### src/rtl/hsid_pkg.sv
`default_nettype none
// ============================================================================
// Module   : hsid_pkg
// Purpose  : Shared types for the hsid pixel scheduler.
// Revision : 1.0
// ============================================================================
package hsid_pkg;

    typedef enum logic [2:0] {
        S_IDLE  = 3'd0,
        S_CLEAR = 3'd1,
        S_START = 3'd2,
        S_MEAS  = 3'd3,
        S_LIB   = 3'd4,
        S_WAIT  = 3'd5,
        S_RES   = 3'd6
    } hsid_sched_state_t;

endpackage
`default_nettype wire

### src/rtl/hsid_word_counter.sv
`default_nettype none
// ============================================================================
// Module   : hsid_word_counter
// Purpose  : Up-counter that clears on reaching limit-1 and flags the wrap.
// Revision : 1.0
// ============================================================================
module hsid_word_counter #(
    parameter int WIDTH = 8
) (
    input  logic             clk,
    input  logic             rst,
    input  logic             inc,
    input  logic             clr,
    input  logic [WIDTH-1:0] limit,
    output logic [WIDTH-1:0] count,
    output logic             wrap
);

    logic [WIDTH-1:0] r_count;

    // Compare-then-clear: the counter never rolls over modulo 2^WIDTH.
    assign wrap  = inc && (r_count == limit - WIDTH'(1));
    assign count = r_count;

    always_ff @(posedge clk) begin
        if (rst || clr) begin
            r_count <= '0;
        end else if (inc) begin
            r_count <= wrap ? '0 : r_count + WIDTH'(1);
        end
    end

endmodule
`default_nettype wire

### src/rtl/hsid_pixel_sched.sv
`default_nettype none
// ============================================================================
// Module   : hsid_pixel_sched
// Purpose  : Per-pixel batch scheduler feeding hsid_main and collecting results.
// Revision : 1.0
// ============================================================================
module hsid_pixel_sched
    import hsid_pkg::*;
#(
    parameter  int WORD_WIDTH       = 32,
    parameter  int HSI_BANDS        = 255,
    parameter  int HSI_LIBRARY_SIZE = 4095,
    parameter  int MAX_PIXELS       = 1024,
    localparam int HSI_BANDS_ADDR   = $clog2(HSI_BANDS),
    localparam int LIB_ADDR         = $clog2(HSI_LIBRARY_SIZE),
    localparam int PIX_ADDR         = $clog2(MAX_PIXELS) + 1
) (
    input  logic                      clk,
    input  logic                      rst,
    input  logic                      start,
    input  logic                      abort,
    input  logic [PIX_ADDR-1:0]       pixel_count,
    input  logic [LIB_ADDR-1:0]       library_size,
    input  logic [HSI_BANDS_ADDR-1:0] hsi_bands,
    output logic                      busy,
    output logic                      done,
    output logic                      err,
    input  logic                      in_valid,
    output logic                      in_ready,
    input  logic [WORD_WIDTH-1:0]     in_word,
    output logic                      main_clear,
    output logic                      main_start,
    output logic                      main_vctr_valid,
    output logic [WORD_WIDTH-1:0]     main_vctr,
    output logic [LIB_ADDR-1:0]       main_library_size,
    output logic [HSI_BANDS_ADDR-1:0] main_bands,
    input  logic                      main_ready,
    input  logic                      main_done,
    input  logic [LIB_ADDR-1:0]       main_min_ref,
    input  logic [LIB_ADDR-1:0]       main_max_ref,
    input  logic [WORD_WIDTH-1:0]     main_min_val,
    input  logic [WORD_WIDTH-1:0]     main_max_val,
    output logic                      res_valid,
    input  logic                      res_ready,
    output logic [PIX_ADDR-2:0]       res_pixel,
    output logic [LIB_ADDR-1:0]       res_min_ref,
    output logic [LIB_ADDR-1:0]       res_max_ref,
    output logic [WORD_WIDTH-1:0]     res_min_val,
    output logic [WORD_WIDTH-1:0]     res_max_val
);

    hsid_sched_state_t r_state;
    hsid_sched_state_t w_next;

    logic [PIX_ADDR-1:0]       r_pix_count;
    logic [PIX_ADDR-1:0]       r_pix;
    logic [LIB_ADDR-1:0]       r_lib_size;
    logic [HSI_BANDS_ADDR-1:0] r_bands;
    logic                      r_kill_clr;

    logic [HSI_BANDS_ADDR-1:0] w_wpv;
    logic                      w_meas;
    logic                      w_lib;
    logic                      w_feed;
    logic                      w_acc;
    logic                      w_proto_err;
    logic                      w_kill;
    logic                      w_cfg_bad;
    logic                      w_launch;
    logic                      w_last;
    logic                      w_res_hs;

    logic [HSI_BANDS_ADDR-1:0] w_wc_count;
    logic                      w_wc_wrap;
    logic [LIB_ADDR-1:0]       w_vc_count;
    logic                      w_vc_wrap;
    logic                      w_unused_counts;

    assign w_wpv       = r_bands >> 1;
    assign w_meas      = (r_state == S_MEAS);
    assign w_lib       = (r_state == S_LIB);
    assign w_feed      = w_meas || w_lib;
    assign w_acc       = w_feed && in_valid && main_ready;
    assign w_proto_err = w_feed && main_done;
    assign w_kill      = (r_state != S_IDLE) && (abort || w_proto_err);
    assign w_cfg_bad   = (pixel_count == '0) || (library_size == '0) ||
                         (hsi_bands[HSI_BANDS_ADDR-1:1] == '0);
    assign w_launch    = (r_state == S_IDLE) && start && !w_cfg_bad;
    assign w_last      = (r_pix == r_pix_count - PIX_ADDR'(1));
    assign w_res_hs    = (r_state == S_RES) && res_ready;

    // Progress is tracked through the wrap flags; raw counts are not consumed here.
    assign w_unused_counts = ^{w_wc_count, w_vc_count};

    hsid_word_counter #(
        .WIDTH (HSI_BANDS_ADDR)
    ) u_wc (
        .clk   (clk),
        .rst   (rst),
        .inc   (w_acc),
        .clr   (w_kill || !w_feed),
        .limit (w_wpv),
        .count (w_wc_count),
        .wrap  (w_wc_wrap)
    );

    hsid_word_counter #(
        .WIDTH (LIB_ADDR)
    ) u_vc (
        .clk   (clk),
        .rst   (rst),
        .inc   (w_lib && w_wc_wrap),
        .clr   (w_kill || !w_lib),
        .limit (r_lib_size),
        .count (w_vc_count),
        .wrap  (w_vc_wrap)
    );

    always_ff @(posedge clk) begin
        if (rst) begin
            r_state <= S_IDLE;
        end else begin
            r_state <= w_next;
        end
    end

    always_comb begin
        w_next = r_state;
        if (w_kill) begin
            w_next = S_IDLE;
        end else begin
            case (r_state)
                S_IDLE:  if (w_launch) w_next = S_CLEAR;
                S_CLEAR: w_next = S_START;
                S_START: w_next = S_MEAS;
                S_MEAS:  if (w_wc_wrap) w_next = S_LIB;
                S_LIB:   if (w_vc_wrap) w_next = S_WAIT;
                S_WAIT:  if (main_done) w_next = S_RES;
                S_RES:   if (res_ready) w_next = w_last ? S_IDLE : S_CLEAR;
                default: w_next = S_IDLE;
            endcase
        end
    end

    always_comb begin
        busy            = (r_state != S_IDLE);
        main_clear      = (r_state == S_CLEAR) || r_kill_clr;
        main_start      = (r_state == S_START);
        in_ready        = w_feed && main_ready;
        main_vctr_valid = w_acc;
        main_vctr       = w_feed ? in_word : '0;
        res_valid       = (r_state == S_RES);
    end

    always_ff @(posedge clk) begin
        if (rst) begin
            done              <= 1'b0;
            err               <= 1'b0;
            r_kill_clr        <= 1'b0;
            r_pix_count       <= '0;
            r_pix             <= '0;
            r_lib_size        <= '0;
            r_bands           <= '0;
            main_library_size <= '0;
            main_bands        <= '0;
            res_pixel         <= '0;
            res_min_ref       <= '0;
            res_max_ref       <= '0;
            res_min_val       <= '0;
            res_max_val       <= '0;
        end else begin
            done       <= 1'b0;
            err        <= ((r_state == S_IDLE) && start && w_cfg_bad) || w_proto_err;
            r_kill_clr <= w_kill;
            if (w_kill) begin
                r_pix <= '0;
            end else begin
                if (w_launch) begin
                    r_pix_count       <= pixel_count;
                    r_lib_size        <= library_size;
                    r_bands           <= hsi_bands;
                    main_library_size <= library_size;
                    main_bands        <= hsi_bands;
                    r_pix             <= '0;
                end
                if ((r_state == S_WAIT) && main_done) begin
                    res_pixel   <= r_pix[PIX_ADDR-2:0];
                    res_min_ref <= main_min_ref;
                    res_max_ref <= main_max_ref;
                    res_min_val <= main_min_val;
                    res_max_val <= main_max_val;
                end
                if (w_res_hs) begin
                    r_pix <= r_pix + PIX_ADDR'(1);
                    done  <= w_last;
                end
            end
        end
    end

endmodule
`default_nettype wire

### config.mk
export PLATFORM = sky130hd
export DESIGN_NAME = hsid_pixel_sched
export DESIGN_NICKNAME = d
export VERILOG_FILES = /design/src/rtl/hsid_pkg.sv /design/src/rtl/hsid_word_counter.sv /design/src/rtl/hsid_pixel_sched.sv
export SDC_FILE = /design/constraint.sdc
export NUM_CORES = 1
export LEC_CHECK = 0
export CORE_AREA = 3 3 137 139
export CTS_CLUSTER_SIZE = 30
export DETAILED_ROUTE_END_ITERATION = 6
export DIE_AREA = 0 0 140 142
export GPL_TIMING_DRIVEN = 0
export HOLD_SLACK_MARGIN = 0.12
export PLACE_DENSITY = 0.88
export SYNTH_ARGS = -nofsm -noshare
export SYNTH_HDL_FRONTEND = slang
export SYNTH_SLANG_ARGS = --single-unit
### constraint.sdc
create_clock -name clk -period 3.3 [get_ports clk]
set_input_delay 0.66 -clock clk [delete_from_list [all_inputs] [get_ports clk]]
set_output_delay 0.66 -clock clk [all_outputs]
set_load 0.005 [all_outputs]
Word-level counts from Yosys, hierarchy flattened:

Index checks and enable logic that the tools add are counted.

* bits in registers: 166
* input port bits: 159
* output and inout port bits: 158
* word-level logic and storage cells: 86

* add/subtract/negate cells: 6
* equal/unequal tests: 14
* muxes and demuxes: 12
* bitwise operators: 2
* reduce and logical (&&, ||, !) cells: 37

Operator list (count)
* 32-bit two-way mux: 1
* 11-bit two-way mux: 2
* 3-bit one-hot mux with 7 select lines: 1
* 3-bit two-way mux: 5
* 1-bit logical AND: 13
* 12-bit by 1-bit adder with 12-bit output (second input constant): 1
* 12-bit equality test: 1
* 12-bit zero test: 1
* 12-bit two-way mux: 1
* 12-bit by 1-bit subtractor with 12-bit output (second input constant): 1
* 11-bit by 1-bit adder with 11-bit output (second input constant): 1
* 11-bit equality test: 1
* 11-bit zero test: 1
* 11-bit by 1-bit subtractor with 11-bit output (second input constant): 1
* 1-bit logical OR: 10
* 3-bit equality test (second input constant): 3
* 8-bit by 1-bit adder with 8-bit output (second input constant): 1
* 8-bit equality test: 1
* 8-bit two-way mux: 1
* 7-bit by 1-bit subtractor with 8-bit output (second input constant): 1
* 7-bit zero test: 1
* 3-bit by 2-bit equality test with 1-bit output (second input constant): 2
* 2-bit by 1-bit inequality test with 1-bit output (second input constant): 3
* 5-bit AND reduction: 1
* other kinds (11): 16

Depth between registers and ports, before layout:

Gate-level depths: netlist of the first run.

* depth in word-level cells: 9
* mapped depth: 12
* depth with buffers taken out: 10

By module:

From an unflattened synthesis of the first run, not the netlist that was laid out.

* cells, all modules: 960
* area total of the unflattened synthesis: 7709.9 sq um

Modules (own cells, without submodules)
* hsid_pixel_sched: instances 1, cells each 753, area each 6032.0 sq um, seq. area each 2922.8 sq um
* hsid_word_counter at u_vc: instances 1, cells each 135, area each 1056.0 sq um, seq. area each 240.2 sq um
* hsid_word_counter at u_wc: instances 1, cells each 72, area each 621.8 sq um, seq. area each 160.2 sq um

Least setup slack after synthesis of the first run:

OpenSTA, ideal clock, no wires.

* path kind: reg-to-reg
* from: register r_bands[1]
* to: register u_vc.r_count[0] (netlist: u_vc.count[0])
* library setup time: 70 ps
* data arrival time: 2536 ps
* required time: 3230 ps
* setup slack: 694 ps
* stages on the path, launching flop included: 12
* buffers on the path: 2
* period minus slack after synthesis: 2606 ps
* cells stage by stage: dfxtp_1 clkbuf_1 inv_1 ha_1 buf_2 nor2b_1 or3_1 a31oi_1 and4_1 nand2_1 or3b_1 a21oi_1

* word-level cells in the longest chain between the ends: 6

RTL lines
* from (decl): RTL line hsid_pixel_sched.sv:58 `logic [HSI_BANDS_ADDR-1:0] r_bands;`
* from (signal assigned): RTL line hsid_pixel_sched.sv:181 `r_bands <= hsi_bands;`
* 7-bit by 1-bit subtractor with 8-bit output *: RTL line hsid_word_counter.sv:22 `assign wrap = inc && (r_count == limit - WIDTH'(1));`
* 8-bit equality test *: RTL line hsid_word_counter.sv:22
* 1-bit logical AND *: RTL line hsid_word_counter.sv:22
* 1-bit logical AND *: RTL line hsid_pixel_sched.sv:112 `.inc (w_lib && w_wc_wrap),`
* 1-bit logical AND: RTL line hsid_word_counter.sv:22
* 12-bit two-way mux: RTL line hsid_word_counter.sv:29 `r_count <= wrap ? '0 : r_count + WIDTH'(1);`
* to (signal assigned): RTL line hsid_word_counter.sv:29
* to (decl): RTL line hsid_word_counter.sv:19 `logic [WIDTH-1:0] r_count;`

Every way passes the cells marked *; elsewhere a longest branch is shown, timed or not.
A chain may end at the register's enable or synchronous reset.

Worst setup path in the final report of the first run:

* from: register r_state[2]
* to: output port main_vctr[10]

* word-level cells in the longest chain between the ends: 3
* elaborated cells between the ends (all ways): 4
* classes of those cells: eq/ne (2); mux (1); reduce/logical (1)

RTL lines
* from (decl): RTL line hsid_pixel_sched.sv:52 `hsid_sched_state_t r_state;`
* from (signal assigned): RTL line hsid_pixel_sched.sv:123 `r_state <= w_next;`
* 3-bit by 2-bit equality test with 1-bit output or 3-bit equality test (tied branches): RTL line hsid_pixel_sched.sv:80, hsid_pixel_sched.sv:81
* 1-bit logical OR *: RTL line hsid_pixel_sched.sv:82 `assign w_feed = w_meas || w_lib;`
* 32-bit two-way mux *: RTL line hsid_pixel_sched.sv:151 `main_vctr = w_feed ? in_word : '0;`
* to (decl): RTL line hsid_pixel_sched.sv:34 `output logic [WORD_WIDTH-1:0] main_vctr,`

Marks and branches as above.

==> metrics.md, run 1 <==
| Metric | Value |
|---|---|
| Port-buffer cells | `315` |
| Reg2reg path depth | `11` |
| Grt ovf | `0` |
| Initial drt markers | `between 500 and 600` |
| Clock Path Buffers | `2` |
| I/O pin total | `317` |
| Sink Count | `approximately 170` |
| Post-Place Cells | `1,497` |
| Hold worst-path end | `res_pixel[8]` |
| Postcts setup bufs | `0` |
| Total Wirelength | `around 24,000 um` |
| Finished Cell Area | `between 10,000 and 15,000 um^2` |
| Routed vias | `between 7k and 8k` |
| Req. time, crit path | `around 2.6 ns` |
| Crit. End Element | `output pin` |
| Worst slew pin tran | `a little over 0.8 ns` |
| Horiz. Die Dim | `140 um` |
| Synthesized area per cell | `about 8 um^2` |
| CP Buf/Inv Count | `2` |
| Leak | `about 4 nW` |
| Reg2reg start | `r_bands[1]` |
| Antenna violations before repair | `0` |
| GPL Wtd Cong | `between 0.8 and 0.9` |
| Ratio of cells with drive above 1 in the final layout | `under 10%` |
| Die boundary height | `142 um` |
| Largest net degree at the start of global routing | `18` |
| Hold Path Stages | `2` |
| Crit path DAT | `2.47 ns` |
| Die area | `19,900 um^2` |
| Crit path max fanout | `10` |
| Post-synth top area cell | `dfxtp_1` |
| DP HPWL | `around 19,000 um` |
| CTS root buffer | `clkbuf_16` |
| Final setup viols | `0` |
| RSZ-0062 raised after global routing | `no` |
| Power Dens Cells | `roughly 470 nW/um^2` |
| Hold Path Origin | `res_pixel[8]` |
| Drt wl/cell | `approximately 16 um` |
| Layout Cells excl Fill | `1,529` |
| GRT Total Usage | `a little under a quarter` |
| Post-synthesis simple-gate area fraction | `27.9%` |
| Startpoint type of the worst setup path | `register` |
| Asr flop ratio synth | `0%` |
| Ys flop type | `dfxtp_1` |
| Final min period | `roughly 3.1 ns` |
| Post-Synth XOR/XNOR Area | `6.38%` |
| Slew Limit Fails | `0` |
| Seq/Total Area, Yosys | `roughly 44%` |
| Nets@finish | `approximately 1.5k` |
| Core area | `roughly 18,000 um^2` |
| CTS tree | `done` |
| Complex-gate fraction of the synthesized area | `around 12%` |
| Crit path largest cell delay | `approximately 0.52 ns` |
| CTS H-tree depth | `4` |
| Highest-count cells in the layout ignoring fill and taps | `clkdlybuf4s50_1 (315), nand2_1 (233), dfxtp_1 (166), a21oi_1 (121), nor2_1 (83)` |
| Cells after synthesis | `between 900 and 1k` |
| Yosys reg bits | `between 150 and 200` |
| Crit path cell chain | `or3b_4 -> o21ai_2 -> clkbuf_1 -> and2_1 -> clkdlybuf4s50_1` |
| Peak VDD IR | `approximately 360 uV` |
| Worst path top cell family by delay | `buffers and inverters` |
| Max Clk Rate | `0.320 GHz` |
| Synthesized area | `between 7000 and 8000 um^2` |
| Share of the synthesized area in the top cell type | `a little over two fifths` |
| Multiplexer share of the synthesized area | `slightly below 5%` |
| Pre-Repair DR Iteration Count | `5` |
| Crit share post-route | `between 90% and 100%` |
| Starting Density | `42.5%` |
| Number of buffers created by CTS | `17` |
| Number of global-route vias before repair | `7,590` |
| Area contributors post-synth | `dfxtp_1 (44%), nand2_1 (12%), a21oi_1 (8.0%)` |
| Detailed-route DRC error count | `0` |
| Post-DP Area | `11,000 um^2` |
| First-pass GRT wire length | `roughly 38,000 um` |
| Clock Latency Late Sink | `roughly 0.43 ns` |
| CTS clk-pin slew, worst paths | `roughly 0.060 ns` |
| Synthesis Warnings | `0` |
| Fin. Hold Viols | `0` |
| Detail Route Antenna Nets | `0` |
| Outcome | `complete, no violations` |
| Area growth from synthesis to layout | `53.4%` |
| Reg2reg setup slack | `approximately 0.27 ns` |
| R2r endpoint | `u_vc.count[11]` |
| Worst Setup Path Type | `reg -> out` |
| Adder-cell share of the synthesized area | `less than 1%` |
| Max cap viols | `0` |
| Std cell rows | `49` |
| Slowest cell on crit path | `clkdlybuf4s50_1` |
| Largest family of logic cells by synthesized area | `simple AND/OR/NAND/NOR gates` |
| Number of synthesized flops with an enable pin | `0` |
| Commonest non-fill, non-tap cell in the layout | `clkdlybuf4s50_1` |
| Levels on crit path | `5` |
| Ant. Diodes | `0` |
| Hold Buf Count CTS | `0` |
| Worst min-delay path category | `reg -> reg` |
| Layout Skew | `between 0.01 and 0.015 ns` |
| Vias per Instance | `between 5 and 6` |
| Distinct cells, synth | `58` |
| Max-slew headroom | `a little under half` |
| Total Power | `5.46 mW` |
| Syn_nets | `~1.1k` |
## repair_timing
action / in CTS / in global routing
endpoints found under the hold margin: 0 / 0
resized for setup: 0 / 2
endpoints found under the setup margin: 0 / 4
## Yosys cell counts, types with 4 or more instances
cell / instances
xor2_1: 21
a21oi_1: 121
buf_2: 5
ha_1: 6
or2_2: 5
clkbuf_1: 50
nand4_1: 11
nand3_1: 19
and2_1: 34
nor2_1: 83
or3_1: 4
nand2_1: 233
xnor2_1: 34
and3_1: 8
mux2i_1: 35
dfxtp_1: 166
o21ai_0: 10
inv_1: 11
nor4_1: 9
a31oi_1: 6
nor3_2: 4
nor3_1: 21
## worst reg2reg max path, stage by stage (launching register included)
cell      delay (ns)
dfxtp_1         0.32
clkbuf_1        0.28
inv_1           0.09
ha_1            0.20
buf_2           0.17
nor2b_1         0.14
or3_1           0.35
a31oi_1         0.38
and4_1          0.29
nand2_1         0.13
o211ai_2        0.45
nor2_1          0.10
## kinds of logic (layout without fill, tap and decap cells)
group,after synthesis,count (layout)
buffers and inverters,71,418
flip-flops,166,166
XOR/XNOR,55,55
AND/OR/NAND/NOR,458,458
adder cells (fa/ha/maj),6,6
AO/OA/AOI/OAI,160,160
multiplexers,37,37
## flip-flops by register name, indices dropped and copies added (netlist names)
register and count:
res_max_val 32, res_min_val 32, r_lib_size 12, res_max_ref 12, res_min_ref 12, u_vc.count 12
r_pix 11, r_pix_count 11, res_pixel 10, r_bands 8, u_wc.count 8, r_state 3
done 1, err 1, r_kill_clr 1
## layer usage
layer  part of all wire, %  up-vias  routed length (um)  global-route usage [%]
met4                   3.0        0                 744                    9.84
met5                     0        -                   0                       0
met2                    50      271               12300                    42.3
met3                   8.1       45                1980                    7.19
li1                      -     3869                   -                       -
met1                    39     3589                9450                    26.7
## final cells by class
type / count / area (um^2)
Fill cell: 1477 / 6190
Buffer: 59 / 236
Tap cell: 229 / 287
Timing Repair Buffer: 315 / 3150
Clock inverter: 15 / 164
Multi-Input combinational cell: 716 / 3950
Sequential cell: 166 / 3320
Clock buffer: 17 / 425
Inverter: 12 / 50.0
## where the power goes
group	switching (mW)	leakage, nW	internal [mW]
logic	0.607	2.49	0.688
clock network	0.907	0.285	1.08
registers	0.0990	1.34	2.08
total	1.61	4.11	3.84
## stage by stage
step / setup TNS [ns] / setup slack [ns] / hold WS (ns) / util [%]
floorplan: 0 / 0.694 / 0.453 / -
global placement: -7.98 / -0.492 / 0.440 / 61.8
detailed placement: 0 / 0.0365 / 0.447 / 61.9
CTS: 0 / 0.0800 / 0.455 / 65.2
global route: 0 / 0.0324 / 0.472 / 65.2
finish: 0 / 0.171 / 0.455 / 65.2
## worst max-delay path by stage
stage               startpoint         endpoint  slack, ns
finish              r_state[2]    main_vctr[10]       0.17
global route        r_state[2]    main_vctr[10]       0.03
CTS                 r_state[2]    main_vctr[22]       0.08
detailed placement   main_done   res_min_ref[8]       0.04
global placement     main_done  res_min_ref[10]      -0.49
floorplan           r_bands[1]    u_vc.count[0]       0.69
No activity file was read; power rests on OpenSTA's default activity.
==> run 2, diff against run 1 <==
- HOLD_SLACK_MARGIN: 0.12 -> 0.08
==> results of run 2 <==
Final layout, timing and power as in run 1 (identical DEF).
==> run 3, diff against run 2 <==
- CORE_AREA: 3 3 137 139 -> 3 3 144 146
- DIE_AREA: 0 0 140 142 -> 0 0 147 149
- PLACE_DENSITY: 0.88 -> 0.77
- clock period: 3.3 -> 2.5 ns (I/O delays scaled with it)
==> metrics.md, run 3 (synthesis gave the netlist of run 1 again) <==
| Metric | Value |
|---|---|
| Outcome | `finished, violations left (was complete, no violations)` |
| Failing checks | `negative setup slack` |
| Final setup viols | `3 (was 0)` |
| Total Wirelength | `26,900 um (was 24,400 um)` |
| Reg2reg path depth | `14 (was 11)` |
| Fillers | `1,637 (was 1,477)` |
| Slowest cell on crit path | `or3b_4 (was clkdlybuf4s50_1)` |
| Worst setup endpoint | `u_vc.count[9] (was main_vctr[10])` |
| CTS tree | `done (unchanged)` |
| Grt ovf | `0 (unchanged)` |
| Top flop regs | `res_max_val: 32 flops, res_min_val: 32 flops (unchanged)` |
| Levels on crit path | `14 (was 5)` |
| Number of global-route vias before repair | `7,852 (was 7,590)` |
| Nets@finish | `1,494 (was 1,452)` |
| Area growth from synthesis to layout | `63.3% (was 53.4%)` |
| Crit path max fanout | `6 (was 10)` |
| Worst min-delay path category | `reg -> reg (unchanged)` |
| GPL Wtd Cong | `0.858 (was 0.865)` |
| CTS root buffer | `clkbuf_16 (unchanged)` |
| Max-slew headroom | `53.0% (was 45.1%)` |
| Crit path DAT | `2.85 ns (was 2.47 ns)` |
| Sink Count | `166 (unchanged)` |
| Reg2reg start | `r_state[0] (was r_bands[1])` |
| Initial drt markers | `376 (was 515)` |
| Setup crit start | `r_state[0] (was r_state[2])` |
| I/O pin total | `317 (unchanged)` |
| Max Clk Rate | `about 0.4 GHz` |
| Pre-Repair DR Iteration Count | `7 (was 5)` |
| Clock Latency Late Sink | `0.43 ns (about the same)` |
| Req. time, crit path | `2.80 ns (was 2.64 ns)` |
| Hold Path Origin | `res_max_val[17] (was res_pixel[8])` |
| CTS H-tree depth | `4 (unchanged)` |
| Ant. Diodes | `0 (unchanged)` |
| Worst slew pin tran | `0.705 ns (was 0.819 ns)` |
| Fin. Hold Viols | `0 (unchanged)` |
| Crit share post-route | `102%` |
| Crit. End Element | `register (was output pin)` |
| Number of buffers created by CTS | `17 (unchanged)` |
| Power Dens Cells | `606 nW/um^2 (was 471 nW/um^2)` |
| Horiz. Die Dim | `147 um (was 140 um)` |
| CTS clk-pin slew, worst paths | `0.07 ns (was 0.06 ns)` |
| Detail Route Antenna Nets | `0 (unchanged)` |
| Vias per Instance | `5.00 (was 5.08)` |
| Setup WS post-layout | `-0.0468 ns (was 0.171 ns)` |
| Port-buffer cells | `315 (unchanged)` |
| Area of the multi-input gates | `4260 um^2 (was 3950 um^2)` |
| Max cap viols | `0 (unchanged)` |
| Worst path top cell family by delay | `simple AND/OR/NAND/NOR gates (was buffers and inverters)` |
| Crit path top cell by count | `buf_6` |
| Die boundary height | `149 um (was 142 um)` |
| Crit path cell chain | `or3b_4 -> o21ai_4 -> buf_6 -> and2_4 -> buf_6 -> nand2_4 -> clkinv_4 -> buf_6 -> o21a_4 -> o2111ai_4 -> buf_12 -> nor4_4 -> xnor2_1 -> nor2_1 (was or3b_4 -> o21ai_2 -> clkbuf_1 -> and2_1 -> clkdlybuf4s50_1)` |
| Layout Skew | `0.00963 ns (was 0.0114 ns)` |
| Setup TNS | `-0.0807 ns (was 0 ns)` |
| Antenna violations before repair | `0 (unchanged)` |
| Routed vias | `8,041 (was 7,774)` |
| Highest-count cells in the layout ignoring fill and taps | `clkdlybuf4s50_1 (281), nand2_1 (231), dfxtp_1 (161), a21oi_1 (120), nor2_1 (80) (was clkdlybuf4s50_1 (315), nand2_1 (233), dfxtp_1 (166), a21oi_1 (121), nor2_1 (83))` |
| Hold Buf Count CTS | `0 (unchanged)` |
| RSZ-0062 raised after global routing | `yes (was no)` |
| DP HPWL | `19,300 um (was 19,100 um)` |
| Die area | `21,900 um^2 (was 19,900 um^2)` |
| Leak | `4.83 nW (was 4.11 nW)` |
| First-pass GRT wire length | `40,400 um (was 38,200 um)` |
| Largest net degree at the start of global routing | `18 (unchanged)` |
| Std cell rows | `51 (was 49)` |
| Clock Path Buffers | `2 (unchanged)` |
| Slew Limit Fails | `0 (unchanged)` |
| Reg2reg setup slack | `-0.05 ns (was 0.27 ns)` |
| Crit path largest cell delay | `0.42 ns (was 0.52 ns)` |
| Peak VDD IR | `455 uV (was 355 uV)` |
| Startpoint type of the worst setup path | `register (unchanged)` |
| Detailed-route DRC error count | `0 (unchanged)` |
| Commonest non-fill, non-tap cell in the layout | `clkdlybuf4s50_1 (unchanged)` |
| Drt wl/cell | `16.7 um (was 16.0 um)` |
| Register area | `3330 um^2 (was 3320 um^2)` |
| Worst Setup Path Type | `reg -> reg (was reg -> out)` |
| Starting Density | `38.7% (was 42.5%)` |
| GRT Total Usage | `22.9% (was 23.8%)` |
| Ratio of cells with drive above 1 in the final layout | `12.0% (was 4.92%)` |
| Core area | `19,500 um^2 (was 17,800 um^2)` |
| R2r endpoint | `u_vc.count[9] (was u_vc.count[11])` |
| CP Buf/Inv Count | `5 (was 2)` |
| Fin util | `63.2% (was 65.2%)` |
| Final min period | `2.55 ns` |
run 3: per-layer routing:
metal / share of wire [%] / vias up / wire length [um] / GRT usage, %
met4: 2.1 / 0 / 575 / 6.85
li1: - / 3948 / - / -
met5: 0 / - / 0 / 0
met2: 51 / 293 / 13800 / 41.0
met3: 8.4 / 38 / 2270 / 8.69
met1: 38 / 3762 / 10200 / 25.3
run 3: worst min-delay path: cells and delay by family, from the launching register on:
family | cells | cell delay (ns)
DFF | 1 | 0.31
and+or+nand+nor | 1 | 0.05
AOI/OAI and AO/OA | 1 | 0.05
run 3: per-stage QoR:
step | area, um^2 | power, mW | cells | hold WS [ns] | worst slack, ns
after floorplan | 7560 | 3.91 | 953 | 0.453 | 0.0429
after global placement | 11000 | 4.60 | 1533 | 0.441 | -1.09
after detailed placement | 11100 | 4.65 | 1533 | 0.447 | -0.659
after CTS | 11900 | 7.29 | 1585 | 0.456 | -0.222
after global routing | 12300 | 7.81 | 1607 | 0.471 | -0.139
final | 12300 | 7.47 | 1607 | 0.454 | -0.0468
run 3: area by class of cell:
type,count,share of cell area [%]
Buffer,56,2.21
Multi-Input combinational cell,718,34.6
Clock inverter,15,1.04
Tap cell,265,2.69
Timing Repair Buffer,358,28.6
Clock buffer,17,3.45
Sequential cell,166,27.0
Inverter,12,0.406
run 3: power breakdown:
part,switching (mW),total (mW),internal (mW)
Combinational,0.968,2.06,1.09
Clock,1.21,2.52,1.31
Sequential,0.145,2.89,2.75
run 3: how the worst min path moves through the flow:
stage / slack [ns] / to / depth (start not counted)
final: 0.45 / res_max_val[17] / 2
after global routing: 0.47 / res_max_val[17] / 2
after CTS: 0.46 / res_max_val[17] / 2
after detailed placement: 0.45 / res_min_val[31] / 2
after global placement: 0.44 / res_max_ref[1] / 2
after floorplan: 0.45 / res_max_ref[0] / 2
run 3: what timing repair did:
action,4_1_cts,5_1_grt
pin swaps,10,27
setup endpoints to repair,117,84
resized for setup,75,92
buffers inserted,18,24
cloned,4,0
endpoints found under the hold margin,0,0
